$ cat src/rtl/param_commit_ctrl_if.sv
// Host write port and commit bus for param_commit_ctrl.
// Readback signals exist only with PARAM_COMMIT_READBACK_EN.
interface param_commit_ctrl_if #(
  parameter int NUM_PARAMS = 8,
  parameter int DATA_W     = 16,
  parameter int ADDR_W     = 3
);
  logic                  wr_req;
  logic [ADDR_W-1:0]     wr_addr;
  logic [DATA_W-1:0]     wr_data;
  logic                  wr_ready;
  logic                  sample_tick;
  logic [NUM_PARAMS-1:0] commit_valid;
  logic [DATA_W-1:0]     commit_data;
  logic                  busy;
  logic                  overrun;
`ifdef PARAM_COMMIT_READBACK_EN
  logic [ADDR_W-1:0]     rd_addr;
  logic [DATA_W-1:0]     rd_data;

  modport master (
    output wr_req, wr_addr, wr_data, sample_tick, rd_addr,
    input  wr_ready, commit_valid, commit_data, busy, overrun, rd_data
  );
  modport slave (
    input  wr_req, wr_addr, wr_data, sample_tick, rd_addr,
    output wr_ready, commit_valid, commit_data, busy, overrun, rd_data
  );
`else
  modport master (
    output wr_req, wr_addr, wr_data, sample_tick,
    input  wr_ready, commit_valid, commit_data, busy, overrun
  );
  modport slave (
    input  wr_req, wr_addr, wr_data, sample_tick,
    output wr_ready, commit_valid, commit_data, busy, overrun
  );
`endif
endinterface

$ cat src/rtl/param_commit_ctrl.sv
// Shadow parameter bank, committed one word per cycle on sample_tick.
// Optional readback port: define PARAM_COMMIT_READBACK_EN.
module param_commit_ctrl #(
  parameter int NUM_PARAMS = 8,
  parameter int DATA_W     = 16,
  parameter int ADDR_W     = 3
) (
  input logic clk,
  input logic rst,
  param_commit_ctrl_if.slave bus
);

  typedef enum logic {IDLE, COMMIT} state_t;

  localparam logic [ADDR_W:0] NUM_P = (ADDR_W+1)'(NUM_PARAMS);

  state_t                state, state_nx;
  logic [DATA_W-1:0]     shadow [NUM_PARAMS];
  logic [NUM_PARAMS-1:0] dirty;
  logic [NUM_PARAMS-1:0] pick;
  logic [NUM_PARAMS-1:0] wr_mask;
  logic [ADDR_W-1:0]     pick_idx;
  logic                  do_commit;
  logic                  wr_hit;

  assign bus.wr_ready = (state == IDLE) && !bus.sample_tick;
  assign bus.busy     = (state == COMMIT);
  assign wr_hit = bus.wr_req && bus.wr_ready
               && ({1'b0, bus.wr_addr} < NUM_P);

  // Lowest dirty index and the write-enable mask.
  always_comb begin
    pick     = '0;
    pick_idx = '0;
    wr_mask  = '0;
    for (int i = NUM_PARAMS - 1; i >= 0; i--) begin
      if (dirty[i]) begin
        pick     = '0;
        pick[i]  = 1'b1;
        pick_idx = i[ADDR_W-1:0];
      end
    end
    if (wr_hit) wr_mask[bus.wr_addr] = 1'b1;
  end

  // Next state: scan while dirty words remain after this commit.
  always_comb begin
    state_nx  = state;
    do_commit = 1'b0;
    unique case (state)
      IDLE:    do_commit = bus.sample_tick && (|dirty);
      COMMIT:  do_commit = 1'b1;
      default: do_commit = 1'b0;
    endcase
    if (do_commit)
      state_nx = (|(dirty & ~pick)) ? COMMIT : IDLE;
  end

  // State register.
  always_ff @(posedge clk) begin
    if (rst) state <= IDLE;
    else     state <= state_nx;
  end

  // Shadow bank, dirty bits, commit outputs and overrun flag.
  always_ff @(posedge clk) begin
    if (rst) begin
      for (int i = 0; i < NUM_PARAMS; i++) shadow[i] <= '0;
      dirty            <= '0;
      bus.commit_valid <= '0;
      bus.commit_data  <= '0;
      bus.overrun      <= 1'b0;
    end else begin
      bus.commit_valid <= '0;
      if (wr_hit) shadow[bus.wr_addr] <= bus.wr_data;
      dirty <= (dirty & ~(do_commit ? pick : '0)) | wr_mask;
      if (do_commit) begin
        bus.commit_valid <= pick;
        bus.commit_data  <= shadow[pick_idx];
      end
      if ((state == COMMIT) && bus.sample_tick)
        bus.overrun <= 1'b1;
    end
  end

`ifdef PARAM_COMMIT_READBACK_EN
  // Registered readback of the shadow bank.
  always_ff @(posedge clk) begin
    if (rst)
      bus.rd_data <= '0;
    else if ({1'b0, bus.rd_addr} < NUM_P)
      bus.rd_data <= shadow[bus.rd_addr];
    else
      bus.rd_data <= '0;
  end
`endif

endmodule
$ cat src/flat_wrapper.sv
// flat-port wrapper written by rule: the top's interface ports become plain ports
module param_commit_ctrl_flat 
#(
  parameter int NUM_PARAMS = 8,
  parameter int DATA_W     = 16,
  parameter int ADDR_W     = 3
)
  (clk, rst, bus_wr_req, bus_wr_addr, bus_wr_data, bus_sample_tick, bus_wr_ready, bus_commit_valid, bus_commit_data, bus_busy, bus_overrun);
  param_commit_ctrl_if #(.NUM_PARAMS(NUM_PARAMS), .DATA_W(DATA_W), .ADDR_W(ADDR_W)) bus_i ();
  input logic clk;
  input logic rst;
  input wire logic [$bits(bus_i.wr_req)-1:0] bus_wr_req;
  input wire logic [$bits(bus_i.wr_addr)-1:0] bus_wr_addr;
  input wire logic [$bits(bus_i.wr_data)-1:0] bus_wr_data;
  input wire logic [$bits(bus_i.sample_tick)-1:0] bus_sample_tick;
  output wire logic [$bits(bus_i.wr_ready)-1:0] bus_wr_ready;
  output wire logic [$bits(bus_i.commit_valid)-1:0] bus_commit_valid;
  output wire logic [$bits(bus_i.commit_data)-1:0] bus_commit_data;
  output wire logic [$bits(bus_i.busy)-1:0] bus_busy;
  output wire logic [$bits(bus_i.overrun)-1:0] bus_overrun;
  assign bus_i.wr_req = bus_wr_req;
  assign bus_i.wr_addr = bus_wr_addr;
  assign bus_i.wr_data = bus_wr_data;
  assign bus_i.sample_tick = bus_sample_tick;
  assign bus_wr_ready = bus_i.wr_ready;
  assign bus_commit_valid = bus_i.commit_valid;
  assign bus_commit_data = bus_i.commit_data;
  assign bus_busy = bus_i.busy;
  assign bus_overrun = bus_i.overrun;
  param_commit_ctrl #(.NUM_PARAMS(NUM_PARAMS), .DATA_W(DATA_W), .ADDR_W(ADDR_W)) u_core (.clk(clk), .rst(rst), .bus(bus_i));
endmodule
$ cat config.mk
export PLATFORM = sky130hd
export DESIGN_NAME = param_commit_ctrl_flat
export DESIGN_NICKNAME = d
export VERILOG_FILES = /design/src/rtl/param_commit_ctrl_if.sv /design/src/rtl/param_commit_ctrl.sv /design/src/flat_wrapper.sv
export SDC_FILE = /design/constraint.sdc
export NUM_CORES = 1
export LEC_CHECK = 0
export ABC_AREA = 1
export BUFFER_PORTS_ARGS = -buffer_cell sky130_fd_sc_hd__buf_2
export CORE_MARGIN = 1.5
export CORE_UTILIZATION = 57
export CTS_BUF_LIST = sky130_fd_sc_hd__clkbuf_2
export DETAILED_ROUTE_END_ITERATION = 8
export GPL_TIMING_DRIVEN = 0
export MAX_ROUTING_LAYER = met4
export PLACE_DENSITY = 0.79
export SETUP_SLACK_MARGIN = 0.02
export SYNTH_ARGS = -nofsm -noshare
export SYNTH_HDL_FRONTEND = slang
export SYNTH_SLANG_ARGS = --single-unit
$ cat constraint.sdc
create_clock -name clk -period 1.8 [get_ports clk]
set_clock_uncertainty 0.15 [all_clocks]
set_input_delay 0.09 -clock clk [delete_from_list [all_inputs] [get_ports clk]]
set_output_delay 0.09 -clock clk [all_outputs]
set_load 0.03 [all_outputs]
# After elaboration in Yosys (flattened, before gate mapping)
# Memories as Yosys holds them, arrays and structs flattened. A register that Yosys moved wholly into a read port is not among the register bits.
# Cells that the tools add are included.
# op_classes
mux,30
n_bitwise,6
n_reduce_logical,9
order_cmp,2
# op_table
cell,n
$mux 8,10
$mux 3,9
$and 8x8->8,2
$mux 16,1
$not 8->8,2
$reduce_or 16->1,1
$reduce_or 8->1,2
$mux 1,8
$or 8x8->8,1
$logic_and 1x1->1,5
$lt 3x4->1 const B,1
$demux 1 s3,1
$ge 3x1->1 const B,1
$pmux 1 s2,1
$logic_not 1->1,1
$not 1->1,1
# totals
ram_bits,128
ff_bits,18
memories,1
in_bits,23
word_cells,52
# mem_list
name,words,width,read_ports,rd_ports_with_merged_regs,write_ports,line_no,rtl
u_core.shadow,8,16,1,1,8,param_commit_ctrl.sv:18,logic [DATA_W-1:0] shadow [NUM_PARAMS];

# Depth between registers and ports, before layout
# Gate-level depths: netlist of run 1.
# logic_depth
word_depth,12
ltp_mapped,13

# Least setup slack after synthesis of run 1
# Ideal clock, no wire load.
# synth_timing
kind,register -> register
startpoint,reg u_core.state (netlist: u_core.bus.busy)
endpoint,mem u_core.shadow[1][0] (enable)
path_slack_ps,-867
path_buffers,1
arrival_time_ps,2146
synth_period_minus_slack_ps,2667
stages_incl_launch_ff,7
t_required_ps,1278
path_cell_list,dfxtp_1 nor2_1 nand2_1 nor3_4 nand2_2 buf_2 nand2_1
# synth_lines
element,line_no,rtl
start: declaration,param_commit_ctrl.sv:17,"state_t state, state_nx;"
start signal: assignment,param_commit_ctrl.sv:62,else state <= state_nx;
end: declaration,param_commit_ctrl.sv:18,

# Final worst setup path of run 1
# layout_timing
startpoint,reg u_core.dirty[3]
endpoint,reg u_core.bus.commit_data[9] (read register of u_core.shadow)
# layout_between
elab_chain_len,4
word_cells_on_any_way,7
# layout_rtl
element,line_no,rtl
start: declaration,param_commit_ctrl.sv:19,logic [NUM_PARAMS-1:0] dirty;
start signal: assignment,param_commit_ctrl.sv:76,dirty <= (dirty & ~(do_commit ? pick : '0)) | wr_mask;
$mux 3 (4 in series),param_commit_ctrl.sv:37,if (dirty[i]) begin
end: declaration,param_commit_ctrl_if.sv:36,"output wr_ready, commit_valid, commit_data, busy, overrun"
# Parallel ways exist; a longest one is shown, timed or not.
# A chain may end at the register's enable or synchronous reset.

==> results.rst, run 1 <==
.. list-table::
   :header-rows: 1

   * - Metric
     - Value
   * - Outcome
     - finished, violations left
   * - Failing checks
     - setup timing
   * - Share of synthesized flip-flops with an asynchronous set or reset
     - 0%
   * - Final design utilization
     - 77.6%
   * - Gr usage total
     - 31.7%
   * - Total negative setup slack
     - -0.806 ns
   * - Path category of the worst min-delay check
     - input pin to flip-flop
   * - DRT Wirelength
     - 23600 um
   * - Via/cell ratio
     - between 5 and 6
   * - Synth cell count leaders
     - sky130_fd_sc_hd__nor2_1, sky130_fd_sc_hd__nand2_1, sky130_fd_sc_hd__nand3_1
   * - Power Dens Cells
     - 751 nW/um2
   * - Library cell appearing most often on the critical path
     - sky130_fd_sc_hd__nand3_1
   * - Maximum fanout along the worst path
     - 10
   * - Arithmetic-cell share of the synthesized area counting full adders, half adders and majority gates
     - 0%
   * - Final min period
     - 1.93 ns
   * - Top post-synthesis cells by area
     - sky130_fd_sc_hd__edfxtp_1, sky130_fd_sc_hd__nand3_1, sky130_fd_sc_hd__dfxtp_1
   * - Library cells used by synthesis
     - 28
   * - Std cell rows
     - 41
   * - Main flop type after synthesis
     - sky130_fd_sc_hd__edfxtp_1
   * - Cell Count Post-Placement
     - 1056
   * - Largest buffer count on any clock path
     - 2
   * - Combinational family with the most area after synthesis
     - simple AND/OR/NAND/NOR gates
   * - Post-Layout Cell Count
     - 1160
   * - Fill cell total of the finished layout
     - ~780
   * - Share of the synthesized netlist area taken by xor and xnor gates
     - 0%
   * - Estimated wirelength of the detail-placed design
     - 13400 um
   * - Fraction of the mapped netlist area in simple logic gates
     - 26.9%
   * - Horiz. Die Dim
     - 118 um
   * - Count of vias placed by the detailed router
     - 6735
   * - Final worst path period share
     - 107%
   * - Critical Path Slowest Stage Cell
     - sky130_fd_sc_hd__dfxtp_2
   * - Starting density of the core
     - about three fifths
   * - Worst ir drop on vdd
     - 0.482 mV
   * - Post-synth design cell area
     - 7560 um2
   * - Clock buffers created by TritonCTS
     - 17
   * - Worst Path Required
     - 2.35 ns
   * - Number of endpoints failing setup at the final stage
     - 30
   * - Clock transition time at the flip-flop clock pins of the worst setup and hold paths
     - 0.23 ns
   * - Chip height
     - 118 um
   * - Nets
     - 997
   * - Combined area of the multi-input logic cells
     - 3010 um2
   * - Number of DRC violations after detailed routing
     - 0
   * - Cell taking the most area after synthesis
     - sky130_fd_sc_hd__edfxtp_1
   * - Total count of hold-check failures in the final report
     - 0
   * - Critical path data arrival time
     - 2.48 ns
   * - Initial antenna violation count
     - 1
   * - Last weighted congestion value of the routability-driven placer
     - between 0.9 and 1
   * - Register area
     - around 4500 um2
   * - Worst rel slew slack
     - 57.2%
   * - Critical path, cell by cell
     - inv_1, nor2_2, nor2_2, nand2_4, clkbuf_16, buf_12, nand3_1, nand3_1, nand3_1, nand2_1, a21oi_1
   * - Delay of the slowest cell on the worst path
     - 0.42 ns
   * - Share of layout cells above drive strength 1
     - 30.2%
   * - Detailed router's first-iteration violation count
     - 905
   * - Clock root buffer master
     - sky130_fd_sc_hd__clkbuf_2
   * - Number of search-and-repair iterations in the first detailed-routing pass
     - 6
   * - Total congestion overflow after global routing
     - 0
   * - Floorplan Core Area
     - roughly 13000 um2
   * - First-pass GRT wire length
     - approximately 32000 um
   * - Clock sinks
     - 162
   * - Number of routed nets with antenna violations
     - 0
   * - Die Outline Area
     - 14000 um2
   * - Type of element capturing the critical path
     - flip-flop
   * - Nature of the critical path startpoint
     - flip-flop
   * - WL per Instance
     - slightly above 20 um
   * - Slack of the critical path
     - -0.127 ns
   * - Unrepaired setup endpoints after global routing
     - true
   * - Count of pins on the block boundary
     - 50
   * - Layout-stage area growth over the synthesis result
     - 31.1%
   * - Clk Latency, worst-skew pair
     - 0.80 ns
   * - Buffers on Ports
     - 49
   * - Max-cap violations
     - 0
   * - Fmax achieved
     - 519 MHz
   * - Post-placement setup slack
     - -0.223 ns
   * - Proportion of netlist area held by the largest area contributor
     - between 50% and 60%
   * - Multiplexer area fraction after synthesis
     - 0%
   * - Clock tree from TritonCTS
     - yes
   * - Max Transition Viols Final
     - 0
   * - Share of the yosys chip area belonging to registers
     - between 50% and 60%
   * - Start-to-end type of the worst setup path
     - flip-flop to flip-flop
   * - Synthesized flop and latch total
     - 162
   * - Launch point of the critical path
     - u_core.dirty[3]$_SDFF_PP0_
   * - Pin count of the biggest net entering global routing
     - 17
   * - Number of enable-type register cells in the synthesized netlist
     - ~130
   * - Crit Reg-Reg Startpoint
     - u_core.dirty[3]$_SDFF_PP0_
   * - Most frequently used cell type in the post-synthesis netlist
     - sky130_fd_sc_hd__nor2_1
   * - Net Count, Synth
     - 858
   * - Compound-cell area share of the yosys netlist
     - around 3.4%
   * - Vias in the first global route
     - between 5000 and 6000
   * - Launch instance of the worst min-delay path
     - bus_wr_data[2]
   * - Post-Syn Instances
     - around 840
   * - Total number of yosys warnings
     - 0
   * - Static Leak
     - 4.38 nW
   * - Worst reg2reg setup slack
     - -0.13 ns
   * - Pin slew with the least headroom to its limit
     - 0.641 ns
   * - Average cell area after synthesis
     - 9.06 um2
   * - Clock H-tree levels
     - 4
==> timing repair <==
action	CTS	global route
gates cloned	6	8
pin swaps	9	34
setup endpoints to repair	145	159
hold buffers	23	3
hold endpoints to repair	276	40
gates resized for setup	60	128
setup buffers	14	16
==> per-stage QoR <==
stage | power [mW] | instance area [um2] | hold WS (ns)
detailed placement | 5.33 | 8180 | 0.275
global placement | 5.30 | 8180 | 0.244
global route | 7.64 | 9910 | 0.124
CTS | 7.12 | 9060 | -0.544
floorplan | 5.00 | 7710 | 0.0124
finish | 7.45 | 9910 | 0.112
==> routing by layer <==
metal | part of all wire (%) | routed length (um) | up-vias | GRT usage (%)
met1 | 35 | 8230 | 3122 | 38.9
met5 | 0 | 0 | - | -
met4 | 4.7 | 1110 | 0 | 12.5
li1 | - | - | 3007 | -
met3 | 13 | 2970 | 100 | 8.20
met2 | 48 | 11200 | 506 | 50.6
==> placed cells by master, fill, tap and decap left out, types with 10 or more instances in the layout <==
master,Yosys,routed
sky130_fd_sc_hd__a21oi_2,0,11
sky130_fd_sc_hd__buf_12,0,13
sky130_fd_sc_hd__buf_2,25,52
sky130_fd_sc_hd__buf_4,2,29
sky130_fd_sc_hd__buf_6,6,11
sky130_fd_sc_hd__clkbuf_2,0,21
sky130_fd_sc_hd__dfxtp_1,34,25
sky130_fd_sc_hd__dlygate4sd3_1,0,26
sky130_fd_sc_hd__edfxtp_1,128,128
sky130_fd_sc_hd__inv_1,122,121
sky130_fd_sc_hd__nand2_1,138,99
sky130_fd_sc_hd__nand2_2,8,28
sky130_fd_sc_hd__nand2_8,0,19
sky130_fd_sc_hd__nand3_1,138,117
sky130_fd_sc_hd__nand3_2,14,28
sky130_fd_sc_hd__nor2_1,143,134
sky130_fd_sc_hd__o21ai_1,14,10
==> cell type report <==
cell class	count	area share, %
Clock inverter	13	0.959
Buffer	42	5.16
Antenna cell	1	0.0252
Sequential cell	162	45.8
Multi-Input combinational cell	508	30.4
Inverter	131	5.06
Clock buffer	19	0.959
Tap cell	172	2.17
Timing Repair Buffer	112	9.47
==> final timing paths <==
check,end,cells past startpoint
max,u_core.bus.commit_data[9]$_SDFFE_PP0P_,11
min,u_core.shadow[2][2]$_SDFFCE_PN0P_,4
max reg2reg,u_core.bus.commit_data[9]$_SDFFE_PP0P_,11
min reg2reg,u_core.dirty[7]$_SDFF_PP0_,2
==> kinds of logic after synthesis <==
family	Yosys count
AOI/OAI and AO/OA	47
DFF	162
buffers and inverters	173
and+or+nand+nor	453
==> sequential cells by signal (all words and copies together) (netlist names) <==
signal                   flops
u_core.bus.busy              1
u_core.bus.overrun           1
u_core.bus.commit_data      16
u_core.dirty                 8
u_core.bus.commit_valid      8
u_core.shadow              128
==> worst max-delay path: cells and delay by family (launching register included) <==
kind            cells  cell delay (ns)
simple gates        7             0.80
flops               1             0.42
buf+inv             3             0.39
compound gates      1             0.07
==> power breakdown <==
group,total [mW],internal [mW],leakage [nW],switching [mW]
logic,1.42,0.488,2.68,0.933
clock network,1.77,0.480,0.124,1.29
registers,4.25,4.19,1.58,0.0653
Note: power is estimated with default switching activity, not from simulation.
==> run 2, diff against run 1 <==
--- a/config.mk
+++ b/config.mk
@@ -8,12 +8,11 @@
 export ABC_AREA = 1
 export BUFFER_PORTS_ARGS = -buffer_cell sky130_fd_sc_hd__buf_2
 export CORE_MARGIN = 1.5
-export CORE_UTILIZATION = 57
+export CORE_UTILIZATION = 35
 export CTS_BUF_LIST = sky130_fd_sc_hd__clkbuf_2
 export DETAILED_ROUTE_END_ITERATION = 8
 export GPL_TIMING_DRIVEN = 0
 export MAX_ROUTING_LAYER = met4
-export PLACE_DENSITY = 0.79
 export SETUP_SLACK_MARGIN = 0.02
 export SYNTH_ARGS = -nofsm -noshare
 export SYNTH_HDL_FRONTEND = slang
==> run 2 against run 1 <==
- the flow finishes with violations (hold timing, setup timing)
- flip-flop and latch count unchanged
- setup slack improved by 0.10 ns
- via count decreased by 7.0%
- maximum frequency up 5.5%
- core utilization is 31 points lower
- critical path depth increased by 1
- first-iteration DRC count is 32% lower
- hold slack lost 0.55 ns
- critical path type unchanged
==> results.rst, run 2 (synthesized netlist as in run 1, its figures left out) <==
.. list-table::
   :header-rows: 1

   * - Metric
     - Value
   * - Outcome
     - finished, violations left
   * - Failing checks
     - hold timing, setup timing
   * - Count of vias placed by the detailed router
     - 6262
   * - Internal Power
     - between 5 and 6 mW
   * - P_sw
     - 2.30 mW
   * - Max Transition Viols Final
     - 0
   * - Launch point of the critical path
     - u_core.dirty[6]$_SDFF_PP0_
   * - Fmax achieved
     - between 500 and 600 MHz
   * - Clock transition time at the flip-flop clock pins of the worst setup and hold paths
     - 0.22 ns
   * - Critical path data arrival time
     - 2.34 ns
   * - Chip height
     - 150 um
   * - Horiz. Die Dim
     - 150 um
   * - Unrepaired setup endpoints after global routing
     - true
   * - First-pass GRT wire length
     - roughly 33000 um
   * - Largest buffer count on any clock path
     - 2
   * - Start-to-end type of the worst setup path
     - flip-flop to flip-flop
   * - Max FFs per register
     - roughly 130
   * - Number of search-and-repair iterations in the first detailed-routing pass
     - 5
   * - Worst hold slack
     - -0.436 ns
   * - Gate power share
     - approximately 18%
   * - Total negative setup slack
     - -0.127 ns
   * - Power Dens Cells
     - between 700 and 800 nW/um2
   * - Met1 Resource Use GR
     - 26.7%
   * - Met3 routing resource usage after global routing
     - 4.02%
   * - Worst Path Required
     - approximately 2.3 ns
   * - Final min period
     - 1.83 ns
   * - Last weighted congestion value of the routability-driven placer
     - 0.865
   * - Clock root buffer master
     - sky130_fd_sc_hd__clkbuf_2
   * - Share of layout cells above drive strength 1
     - between 20% and 30%
   * - Met2 capacity usage during global routing
     - 32.3%
   * - Total count of hold-check failures in the final report
     - 10
   * - Crit Reg-Reg Startpoint
     - u_core.dirty[6]$_SDFF_PP0_
   * - Switching share of power
     - around 30%
   * - Clock buffers created by TritonCTS
     - 17
   * - Sequential share of power
     - 54.9%
   * - Commonest cells after routing, fill and taps aside
     - sky130_fd_sc_hd__nor2_1, sky130_fd_sc_hd__edfxtp_1, sky130_fd_sc_hd__inv_1
   * - Gr usage total
     - 20.7%
   * - Final worst path period share
     - 101%
   * - Estimated wirelength of the detail-placed design
     - between 10000 and 15000 um
   * - Register with the most flip-flops
     - u_core.shadow
   * - Count of pins on the block boundary
     - 50
   * - Starting density of the core
     - 35.9%
   * - Post-route standard cell area excluding fillers
     - approximately 9900 um2
   * - Layout-stage area growth over the synthesis result
     - 31.0%
   * - Worst ir drop on vdd
     - between 0.3 and 0.4 mV
   * - Post-placement setup slack
     - -0.284 ns
   * - Final design utilization
     - 47.0%
   * - Die Outline Area
     - ~23000 um2
   * - Clock H-tree levels
     - 4
   * - Nets
     - approximately 990
   * - Number of endpoints failing setup at the final stage
     - 9
   * - Area post-placement
     - 8300 um2
   * - DRT Wirelength
     - 22600 um
   * - Worst rel slew slack
     - 4.68%
   * - Std cell rows
     - 53
   * - Type of element capturing the critical path
     - flip-flop
   * - Clock sinks
     - between 150 and 200
   * - Leading cell type in the layout, fill and taps excluded
     - sky130_fd_sc_hd__nor2_1
   * - Via/cell ratio
     - between 4 and 5
   * - Number of DRC violations after detailed routing
     - 0
   * - GRT Max-Usage Layer
     - met2
   * - Maximum fanout along the worst path
     - 10
   * - Detailed router's first-iteration violation count
     - a little over 600
   * - Launch instance of the worst min-delay path
     - rst
   * - Slack of the critical path
     - -0.0268 ns
   * - Buffers on Ports
     - 49
   * - Vias in the first global route
     - 5729
   * - Floorplan Core Area
     - 21100 um2
   * - WL per Instance
     - between 15 and 20 um
   * - Clk Latency, worst-skew pair
     - 0.76 ns
   * - Clock power frac
     - 27.1%
   * - Path category of the worst min-delay check
     - input pin to flip-flop
   * - Max-cap violations
     - 0
   * - Initial antenna violation count
     - 1
   * - Clock tree from TritonCTS
     - yes
   * - Static Leak
     - 4.37 nW
   * - Nature of the critical path startpoint
     - flip-flop
   * - Total congestion overflow after global routing
     - 0
   * - Leading registers by flop count
     - u_core.shadow x128, u_core.bus.commit_data x16
   * - Pin slew with the least headroom to its limit
     - 1.43 ns
   * - Number of routed nets with antenna violations
     - 0
   * - Pin count of the biggest net entering global routing
     - 17
==> run 2: cell count changes in the layout (fill, tap and decap cells not counted), sizes merged <==
cell / previous run / this run
clkbuf: 35 / 27
clkinv: 11 / 9
dlygate4sd3: 26 / 24
nand2: 155 / 154
inv: 129 / 131
bufinv: 1 / 3
buf: 112 / 117
clkinvlp: 3 / 2
==> run 2: area by class of cell <==
| type | instances | area (um2) |
|---|---|---|
| timing repair buffer | 109 | 827 |
| fill | 2034 | 11200 |
| multi-input combinational | 507 | 2910 |
| antenna | 1 | 2.50 |
| clock buffer | 17 | 85.1 |
| clock inverter | 14 | 164 |
| tap | 275 | 344 |
| sequential | 162 | 4540 |
| buffer | 42 | 526 |
| inverter | 131 | 502 |
==> run 2: repair_timing <==
| action | CTS | global route |
|---|---|---|
| setup buffers | 17 | 16 |
| hold buffers | 23 | 1 |
| pin swaps | 11 | 29 |
| resized for setup | 88 | 89 |
| endpoints found under the hold margin | 271 | 37 |
| gates cloned | 5 | 5 |
| setup endpoints to repair | 144 | 150 |
==> run 2: critical path: stages, from the launching register on <==
cell	delay (ns)
sky130_fd_sc_hd__dfxtp_2	0.37
sky130_fd_sc_hd__inv_2	0.07
sky130_fd_sc_hd__nand2_2	0.06
sky130_fd_sc_hd__nand2_1	0.08
sky130_fd_sc_hd__nand2_2	0.07
sky130_fd_sc_hd__nand2_4	0.14
sky130_fd_sc_hd__buf_12	0.15
sky130_fd_sc_hd__buf_8	0.14
sky130_fd_sc_hd__nand3_1	0.07
sky130_fd_sc_hd__nand3_1	0.12
sky130_fd_sc_hd__nand3_2	0.14
sky130_fd_sc_hd__nand2_4	0.13
sky130_fd_sc_hd__a21oi_2	0.05
==> run 2: power groups by stage <==
stage                     logic (mW)  clock network, mW  registers (mW)
final                           1.39               2.10            4.25
after global routing            1.50               2.26            4.27
after CTS                       1.21               2.11            4.25
after detailed placement        1.04                  0            4.33
after global placement          1.03                  0            4.33
after floorplan                0.616                  0            4.38
==> run 2: worst paths after layout <==
path,to,slack (ns),depth (start not counted)
min,u_core.dirty[0]$_SDFF_PP0_,-0.44,2
max reg2reg,u_core.bus.commit_data[4]$_SDFFE_PP0P_,-0.03,12
max,u_core.bus.commit_data[4]$_SDFFE_PP0P_,-0.03,12
min reg2reg,u_core.dirty[4]$_SDFF_PP0_,0.38,2
==> run 2: through the flow <==
stage,total power [mW],std cells
after floorplan,5.00,835
after global placement,5.36,1159
after detailed placement,5.37,1159
after CTS,7.57,1235
after global routing,8.03,1258
final,7.74,1258
==> run 2: layer usage <==
layer | share of wire [%] | vias up
li1 | - | 2982
met1 | 42 | 2967
met2 | 47 | 270
met3 | 8.3 | 43
met4 | 3.0 | 0
met5 | 0 | -
==> run 3, diff against run 2 <==
--- a/config.mk
+++ b/config.mk
@@ -7,7 +7,7 @@
 export LEC_CHECK = 0
 export ABC_AREA = 1
 export BUFFER_PORTS_ARGS = -buffer_cell sky130_fd_sc_hd__buf_2
-export CORE_MARGIN = 1.5
+export CORE_MARGIN = 2
 export CORE_UTILIZATION = 35
 export CTS_BUF_LIST = sky130_fd_sc_hd__clkbuf_2
 export DETAILED_ROUTE_END_ITERATION = 8
==> run 3 against run 2 <==
- the flow finishes with violations (capacitance limit, slew limit, setup timing)
- routed wire length increased by 4.5%
- sequential power about the same
- flip-flop and latch count unchanged
- via count grew 2.6%
- core utilization rose by 2.6 points
==> results.rst, run 3 (synthesized netlist as in run 1, its figures left out) <==
.. list-table::
   :header-rows: 1

   * - Metric
     - Value
   * - First-pass GRT wire length
     - 32600 um
   * - Floorplan Core Area
     - 21100 um2
   * - Buffers on Ports
     - 49
   * - Number of routed nets with antenna violations
     - 0
   * - Static Leak
     - 4.53 nW
   * - Worst ir drop on vdd
     - 0.456 mV
   * - Max-cap violations
     - 1
   * - Std cell rows
     - between 50 and 60
   * - Number of endpoints failing setup at the final stage
     - 8
   * - Count of vias placed by the detailed router
     - roughly 6400
   * - Worst rel slew slack
     - -4.59%
   * - Clk Latency, worst-skew pair
     - 0.74 ns
   * - Worst Path Required
     - roughly 2.3 ns
   * - Initial antenna violation count
     - 1
   * - Vias in the first global route
     - 5602
   * - Die Outline Area
     - 22800 um2
   * - Layout-stage area growth over the synthesis result
     - 38.2%
   * - Max Transition Viols Final
     - 19
   * - Nature of the critical path startpoint
     - flip-flop
   * - Type of element capturing the critical path
     - flip-flop
   * - Total congestion overflow after global routing
     - 0
   * - Final worst path period share
     - 102%
   * - Commonest cells after routing, fill and taps aside
     - sky130_fd_sc_hd__nor2_1, sky130_fd_sc_hd__edfxtp_1, sky130_fd_sc_hd__inv_1
   * - Register with the most flip-flops
     - u_core.shadow
   * - Pin slew with the least headroom to its limit
     - approximately 1.6 ns
   * - Outcome
     - finished, violations left
   * - Last weighted congestion value of the routability-driven placer
     - 0.876
   * - Start-to-end type of the worst setup path
     - flip-flop to flip-flop
   * - Path category of the worst min-delay check
     - input pin to flip-flop
   * - Leading cell type in the layout, fill and taps excluded
     - sky130_fd_sc_hd__nor2_1
   * - Fmax achieved
     - 546 MHz
   * - Worst hold slack
     - approximately 0.15 ns
   * - Post-placement setup slack
     - -0.267 ns
   * - Via/cell ratio
     - 5.02
   * - Critical path data arrival time
     - roughly 2.3 ns
   * - Final min period
     - between 1.5 and 2 ns
   * - Largest buffer count on any clock path
     - 2
   * - Clock H-tree levels
     - 4
   * - Clock sinks
     - 162
   * - Horiz. Die Dim
     - 151 um
   * - Clock transition time at the flip-flop clock pins of the worst setup and hold paths
     - about 0.21 ns
   * - Estimated wirelength of the detail-placed design
     - 14400 um
   * - Slack of the critical path
     - -0.0302 ns
   * - Count of pins on the block boundary
     - 50
   * - Total count of hold-check failures in the final report
     - 0
   * - Number of search-and-repair iterations in the first detailed-routing pass
     - 7
   * - Nets
     - between 1000 and 1500
   * - Gr usage total
     - 20.3%
   * - DRT Wirelength
     - 23600 um
   * - Clock buffers created by TritonCTS
     - 17
   * - Maximum fanout along the worst path
     - 10
   * - Chip height
     - roughly 150 um
   * - WL per Instance
     - 18.5 um
   * - Clock root buffer master
     - sky130_fd_sc_hd__clkbuf_2
   * - Pin count of the biggest net entering global routing
     - 17
   * - Starting density of the core
     - 35.9%
   * - Unrepaired setup endpoints after global routing
     - true
   * - Power Dens Cells
     - 752 nW/um2
   * - Detailed router's first-iteration violation count
     - ~660
   * - Leading registers by flop count
     - u_core.shadow x128, u_core.bus.commit_data x16
   * - Number of DRC violations after detailed routing
     - 0
   * - Failing checks
     - capacitance limit, slew limit, setup timing
   * - Share of layout cells above drive strength 1
     - 34.6%
   * - Max FFs per register
     - 128
   * - Clock tree from TritonCTS
     - yes
## run 3: layout make-up
cell class | count | area (um2)
fill | 1980 | 10600
sequential | 162 | 4550
multi-input combinational | 508 | 3130
timing repair buffer | 131 | 1140
buffer | 41 | 546
inverter | 131 | 512
tap | 275 | 344
clock inverter | 11 | 140
clock buffer | 19 | 95.1
antenna | 1 | 2.50
## run 3: layer usage
metal	GRT usage, %	wire length (um)	vias to the layer above	share of wire, %
met3	3.73	1780	39	7.5
met2	31.3	11000	255	47
met5	-	0	-	0
met1	27.7	10300	3092	44
met4	5.33	522	0	2.2
li1	-	-	3038	-
## run 3: power breakdown
part / total [mW] / switching [mW] / internal, mW
clock: 2.07 / 1.31 / 0.756
combinational: 1.54 / 0.978 / 0.565
sequential: 4.25 / 0.0608 / 4.19
## run 3: final timing paths
kind	end	depth (start not counted)	slack (ns)	from
min reg2reg	u_core.dirty[7]$_SDFF_PP0_	2	0.38	u_core.dirty[7]$_SDFF_PP0_
min	u_core.dirty[2]$_SDFF_PP0_	5	0.15	rst
max	u_core.bus.commit_data[8]$_SDFFE_PP0P_	11	-0.03	u_core.dirty[7]$_SDFF_PP0_
max reg2reg	u_core.bus.commit_data[8]$_SDFFE_PP0P_	11	-0.03	u_core.dirty[7]$_SDFF_PP0_
## run 3: through the flow
step / setup TNS [ns] / power [mW] / instance area, um2 / utilization, % / cells
finish: -0.0655 / 7.86 / 10500 / 49.6 / 1279
detailed placement: -24.71 / 5.37 / 8300 / 39.4 / 1159
global route: -3.08 / 8.14 / 10500 / 49.6 / 1279
global placement: -22.22 / 5.36 / 8300 / 39.4 / 1159
floorplan: -5.50 / 5.00 / 7710 / - / 835
CTS: 0 / 7.54 / 9330 / 44.2 / 1228
## run 3: worst max-delay path, cell delays in order (launching register included)
cell and delay, ns:
sky130_fd_sc_hd__dfxtp_2 0.40, sky130_fd_sc_hd__inv_1 0.05, sky130_fd_sc_hd__nand2_1 0.08, sky130_fd_sc_hd__inv_1 0.07
sky130_fd_sc_hd__o21ai_2 0.18, sky130_fd_sc_hd__nand2_4 0.14, sky130_fd_sc_hd__inv_8 0.12, sky130_fd_sc_hd__buf_8 0.15
sky130_fd_sc_hd__nand3_1 0.09, sky130_fd_sc_hd__nand3_1 0.08, sky130_fd_sc_hd__nand2_2 0.09, sky130_fd_sc_hd__a21oi_2 0.15
## run 3: timing repair
item,4_1_cts,5_1_grt
pin swaps,10,41
gates resized for setup,103,141
setup endpoints to repair,147,159
hold buffers,24,2
cloned,3,16
endpoints found under the hold margin,231,27
buffers inserted,12,33
